===== config.mk =====
export PLATFORM = sky130hd
export DESIGN_NAME = switch_cfg_regs
export DESIGN_NICKNAME = d
export VERILOG_FILES = /design/src/rtl/switch_cfg_regs.sv
export SDC_FILE = /design/constraint.sdc
export NUM_CORES = 1
export LEC_CHECK = 0
export ABC_AREA = 1
export BUFFER_PORTS_ARGS = -buffer_cell sky130_fd_sc_hd__buf_2
export CORE_ASPECT_RATIO = 1.2
export CORE_MARGIN = 2
export CORE_UTILIZATION = 46
export CTS_BUF_LIST = sky130_fd_sc_hd__clkbuf_4
export CTS_CLUSTER_DIAMETER = 200
export DETAILED_ROUTE_END_ITERATION = 8
export PLACE_DENSITY = 0.68
export SYNTH_ARGS = -nofsm -noshare
export SYNTH_HDL_FRONTEND = slang
export SYNTH_SLANG_ARGS = --single-unit

===== constraint.sdc =====
create_clock -name clk -period 5.6 [get_ports clk]
set_input_delay 1.12 -clock clk [delete_from_list [all_inputs] [get_ports clk]]
set_output_delay 1.12 -clock clk [all_outputs]
set_load 0.02 [all_outputs]

===== src/rtl/switch_cfg_regs.sv =====
// switch_cfg_regs: slave side of the switch memory-config interface.
// Accepts mem_sel_en/mem_addr/mem_wr_rd_s requests from the config master,
// holds the per-port destination-address registers and returns read data
// with a one-cycle mem_ack after ACK_DELAY wait cycles.
// Ports:
//   clk, rst_n      clock (rising edge), async active-low reset
//   mem_sel_en      request valid, held by master until mem_ack
//   mem_addr        register address (0..NUM_PORTS-1 port regs, 8'hFF ID)
//   mem_wr_data     write data
//   mem_wr_rd_s     1 = write, 0 = read
//   mem_rd_data     registered read data, held until the next read
//   mem_ack         registered one-cycle completion pulse
//   port_addr_o     port i register on bits [8*i+7 : 8*i]
//   cfg_upd_o       one-cycle pulse when a port register is written
module switch_cfg_regs #(
  parameter int unsigned NUM_PORTS = 4,
  parameter int unsigned ACK_DELAY = 1,
  parameter logic [7:0]  ID_VALUE  = 8'h5A
) (
  input  logic                   clk,
  input  logic                   rst_n,
  input  logic                   mem_sel_en,
  input  logic [7:0]             mem_addr,
  input  logic [7:0]             mem_wr_data,
  input  logic                   mem_wr_rd_s,
  output logic [7:0]             mem_rd_data,
  output logic                   mem_ack,
  output logic [8*NUM_PORTS-1:0] port_addr_o,
  output logic                   cfg_upd_o
);

  localparam int unsigned CNT_W  = 4;
  localparam int unsigned DATA_W = 8;
  localparam logic [7:0]  ID_ADDR = 8'hFF;

  typedef enum logic [1:0] {S_IDLE, S_WAIT, S_ACK, S_HOLD} state_t;

  typedef struct packed {
    logic [7:0] addr;
    logic [7:0] data;
    logic       wr;
  } req_t;

  state_t             state, state_nxt;
  logic [CNT_W-1:0]   cnt, cnt_nxt;
  req_t               req_q;
  req_t               live_req_c;
  req_t               cmt_req_c;
  logic               accept_c;
  logic               commit_c;
  logic               wr_hit_c;
  logic               rd_c;
  logic [DATA_W-1:0]  rd_val_c;
  logic [DATA_W-1:0]  port_reg [NUM_PORTS];

  assign live_req_c = '{addr: mem_addr, data: mem_wr_data, wr: mem_wr_rd_s};

  // State and wait-counter register
  always_ff @(posedge clk or negedge rst_n) begin
    if (!rst_n) begin
      state <= S_IDLE;
      cnt   <= '0;
    end else begin
      state <= state_nxt;
      cnt   <= cnt_nxt;
    end
  end

  // Next-state logic
  always_comb begin
    state_nxt = state;
    cnt_nxt   = cnt;
    case (state)
      S_IDLE: begin
        if (mem_sel_en) begin
          if (ACK_DELAY == 0) begin
            state_nxt = S_ACK;
          end else begin
            state_nxt = S_WAIT;
            cnt_nxt   = CNT_W'(ACK_DELAY - 1);
          end
        end
      end
      S_WAIT: begin
        if (!mem_sel_en) begin
          state_nxt = S_IDLE;
        end else if (cnt == '0) begin
          state_nxt = S_ACK;
        end else begin
          cnt_nxt = cnt - CNT_W'(1);
        end
      end
      S_ACK:   state_nxt = S_HOLD;
      S_HOLD:  if (!mem_sel_en) state_nxt = S_IDLE;
      default: state_nxt = S_IDLE;
    endcase
  end

  // Output/commit decode; with no wait cycles the commit happens on the accept
  // edge itself, so the live inputs are used instead of the captured copy.
  always_comb begin
    accept_c  = (state == S_IDLE) && mem_sel_en;
    cmt_req_c = (state == S_IDLE) ? live_req_c : req_q;
    commit_c  = (state_nxt == S_ACK) && (state != S_ACK);
    wr_hit_c  = commit_c && cmt_req_c.wr && (cmt_req_c.addr < 8'(NUM_PORTS));
    rd_c      = commit_c && !cmt_req_c.wr;
    rd_val_c  = '0;
    if (cmt_req_c.addr == ID_ADDR) begin
      rd_val_c = ID_VALUE;
    end
    for (int i = 0; i < NUM_PORTS; i++) begin
      if (cmt_req_c.addr == 8'(i)) rd_val_c = port_reg[i];
    end
  end

  // Request capture, register file and registered outputs
  always_ff @(posedge clk or negedge rst_n) begin
    if (!rst_n) begin
      req_q       <= '0;
      mem_ack     <= 1'b0;
      cfg_upd_o   <= 1'b0;
      mem_rd_data <= '0;
      for (int i = 0; i < NUM_PORTS; i++) port_reg[i] <= '0;
    end else begin
      if (accept_c) req_q <= live_req_c;
      mem_ack   <= commit_c;
      cfg_upd_o <= wr_hit_c;
      if (rd_c) mem_rd_data <= rd_val_c;
      for (int i = 0; i < NUM_PORTS; i++) begin
        if (wr_hit_c && (cmt_req_c.addr == 8'(i))) port_reg[i] <= cmt_req_c.data;
      end
    end
  end

  // Flatten port registers onto the core-facing bus
  always_comb begin
    port_addr_o = '0;
    for (int i = 0; i < NUM_PORTS; i++) begin
      port_addr_o[8*i +: 8] = port_reg[i];
    end
  end

endmodule

==> results.yml <==
outcome:
  status: "finished clean"
routing:
  viasPerCell: 5.02
  ant_nets: 0
  wl_per_cell_um: 13.6
  vias: 2718
  remaining_drc_errors: 0
  wirelength_um: 7330
  drtIter0Drc: 183
  first_pass_iters: 4
synthesis:
  synthArstFlopShare: 1.00
  synth_edf_count: 0
  synth_top_cell_area_share: 0.499
  yosysMostFrequentCell: "nand2_1"
  syn-num-nets: 409
  ys.flop_type: "dfrtp_1"
  synth-seq-cells: 65
  synth_common_cells: "nand2_1, dfrtp_1, inv_1"
  netlist_area_sq_mm: 0.00326
  postSynthAreaPerCell_sq_um: 8.43
  synth_warnings: 0
  synth_area_leaders: "dfrtp_1, nand2_1, o21ai_0"
  synth-seq-area-share: 0.499
  synthCells: 387
  yosys.area.top_type: "dfrtp_1"
  ys_types: 26
power_and_ir_drop:
  p_leak_nw: 2.06
  power_density_mw_per_mm2: 410
  vdd_drop_max_mv: 0.235
sta:
  fmax_ghz: 0.410
  finalCriticalPeriod_ps: 2440
  finalHoldViolations: 0
  slew_viol_final: 0
  setup_viol: 0
  setup_tns_ps: 0
  relSlewSlack: 0.416
  post-route-period-util: 0.436
  tightest_slew_ps: 868
  clock_skew_ps: 14.3
  rsz0062_at_grt: "false"
layout:
  antennaDiodeCount: 0
  nNetsFinal: 471
  final_core_util: 0.542
  drive_gt1_frac: 0.249
  area_growth_pct: 13.9
  fillers: 687
global_route:
  track_usage: 0.206
  grt_pass1_wl_um: 12200
  grt_overflow_total: 0
  grt_max_degree: 66
  grt_pass1_vias: 2516
  antenna_found_initial: 0
place:
  port-buffer-count: 61
  place_hpwl_um: 5470
  gp_congestion: 0.851
floorplanning:
  dieArea_sq_mm: 0.00778
  start_util: 0.476
  num_rows: 33
  pin_count: 62
  die_h_um: 96.2
  die_x_um: 80.9
  core_sq_mm: 0.00685
clock_tree:
  clk-insertion-delay-late_ps: 410
  htreeDepth: 3
  root_buffer: "clkbuf_4"
  post_cts_resized: 0
  cts-hold-fix-buffers: 0
  cts_buffer_depth: 2
  cts_made_buffers: 9
  cts_setup_buffers: 0
  clkTransAtPathRegs_ps: 90
  cts_tree: "built"
  cts_sinks: 65
critical_path:
  r2r_end: "port_addr_o[9]$_DFFE_PN0P_"
  r2r-start: "state[0]$_DFF_PN0_"
  crit_required_ps: 5870
  r2r_cells: 10
  start_kind: "flip-flop"
  arrival_ps: 2710
  crit_path_end_kind: "flip-flop"
  path_max_fanout: 26
  reg2reg_setup_slack_ps: 3160
  crit_type: "reg -> reg"
worst_hold_path:
  hold_depth: 2
  hold_start: "mem_rd_data[6]$_DFFE_PN0P_"
  hold_path_class: "reg -> reg"
  whs_endpoint: "mem_rd_data[6]$_DFFE_PN0P_"
flow_run:
  cap_violations: 0
==> worst max path at each step <==
stage          slack, ps                from  cells past startpoint                          end
5_1_grt             2880  state[0]$_DFF_PN0_                     10   mem_rd_data[7]$_DFFE_PN0P_
3_3_place_gp        2890          mem_sel_en                      6         req_q[2]$_DFFE_PN0P_
2_1_floorplan       3360         mem_addr[0]                     12  port_addr_o[31]$_DFFE_PN0P_
6_report            3160  state[0]$_DFF_PN0_                     10   port_addr_o[9]$_DFFE_PN0P_
3_5_place_dp        2780          mem_sel_en                      6           cnt[2]$_DFFE_PN0P_
4_1_cts             3140  state[0]$_DFF_PN0_                     10   port_addr_o[9]$_DFFE_PN0P_
==> through the flow <==
stage	instance area [sq um]	setup slack, ps	power [mW]	instances	hold WS (ps)
after floorplan	3260	3360	1.11	387	448
after global placement	3590	2890	1.22	525	460
after detailed placement	3590	2780	1.24	525	464
after CTS	3710	3140	1.53	541	488
after global routing	3710	2880	1.64	541	527
final	3710	3160	1.52	541	488
==> state kept, by name (all words and copies together) (netlist names) <==
signal       flops
cnt              4
port_addr_o     32
mem_ack          1
cfg_upd_o        1
mem_rd_data      8
state            2
req_q           17
==> logic make-up (layout without fill, tap and decap cells) <==
kind of cell | after synthesis | after routing | share of synthesized area
compound gates | 83 | 83 | 0.156
simple gates | 184 | 184 | 0.261
flops | 65 | 65 | 0.499
fa+ha+maj | 2 | 2 | 0.00767
buf+inv | 53 | 120 | 0.0771
==> power breakdown <==
part	total (mW)	leakage (nW)	internal (mW)	switching, mW
combinational	0.618	1.12	0.165	0.453
clock	0.295	0.0680	0.134	0.161
sequential	0.611	0.873	0.558	0.0527
total	1.52	2.06	0.857	0.667
==> area by class of cell <==
class,instances,area (sq um),area share
clock buffer,10,75.1,0.0202
clock inverter,6,48.8,0.0131
inverter,42,159,0.0428
multi-input combinational,269,1380,0.373
sequential,65,1630,0.438
tap,87,109,0.0293
timing repair buffer,62,313,0.0842
==> critical path: stages (launching register included) <==
cell,delay (ps)
dfrtp_1,480
nor2_4,560
nand2_1,160
nand2_1,120
nand2_2,90
nor2_8,320
nand3_4,150
inv_2,100
nand2_4,140
nand2_1,120
o21ai_2,50
==> placed cells by master (no fill, tap or decap) <==
| master | count |
|---|---|
| nand2_2 | 5 |
| clkbuf_4 | 10 |
| clkinv_2 | 1 |
| o22ai_1 | 4 |
| dfrtp_1 | 65 |
| buf_4 | 1 |
| clkinv_1 | 5 |
| nor2_8 | 1 |
| o21ai_1 | 16 |
| inv_2 | 3 |
| bufinv_16 | 1 |
| nor2_4 | 2 |
| nand4_1 | 3 |
| inv_1 | 38 |
| buf_2 | 61 |
| nor3_1 | 2 |
| nand2_1 | 114 |
| ha_1 | 2 |
| o21ai_0 | 36 |
| a21boi_0 | 8 |
| nand3_1 | 19 |
| o21ai_2 | 18 |
| a21oi_1 | 1 |
| nand3_4 | 2 |
| nor2_1 | 28 |
| nand2_4 | 7 |
| nor2_2 | 1 |
==> routing by layer <==
layer | track usage | routed length, um
met3 | 0.0291 | 266
met1 | 0.285 | 3460
met2 | 0.330 | 3510
met5 | 0 | 0
met4 | 0.0763 | 100
Note: power is estimated with default switching activity, not from simulation.
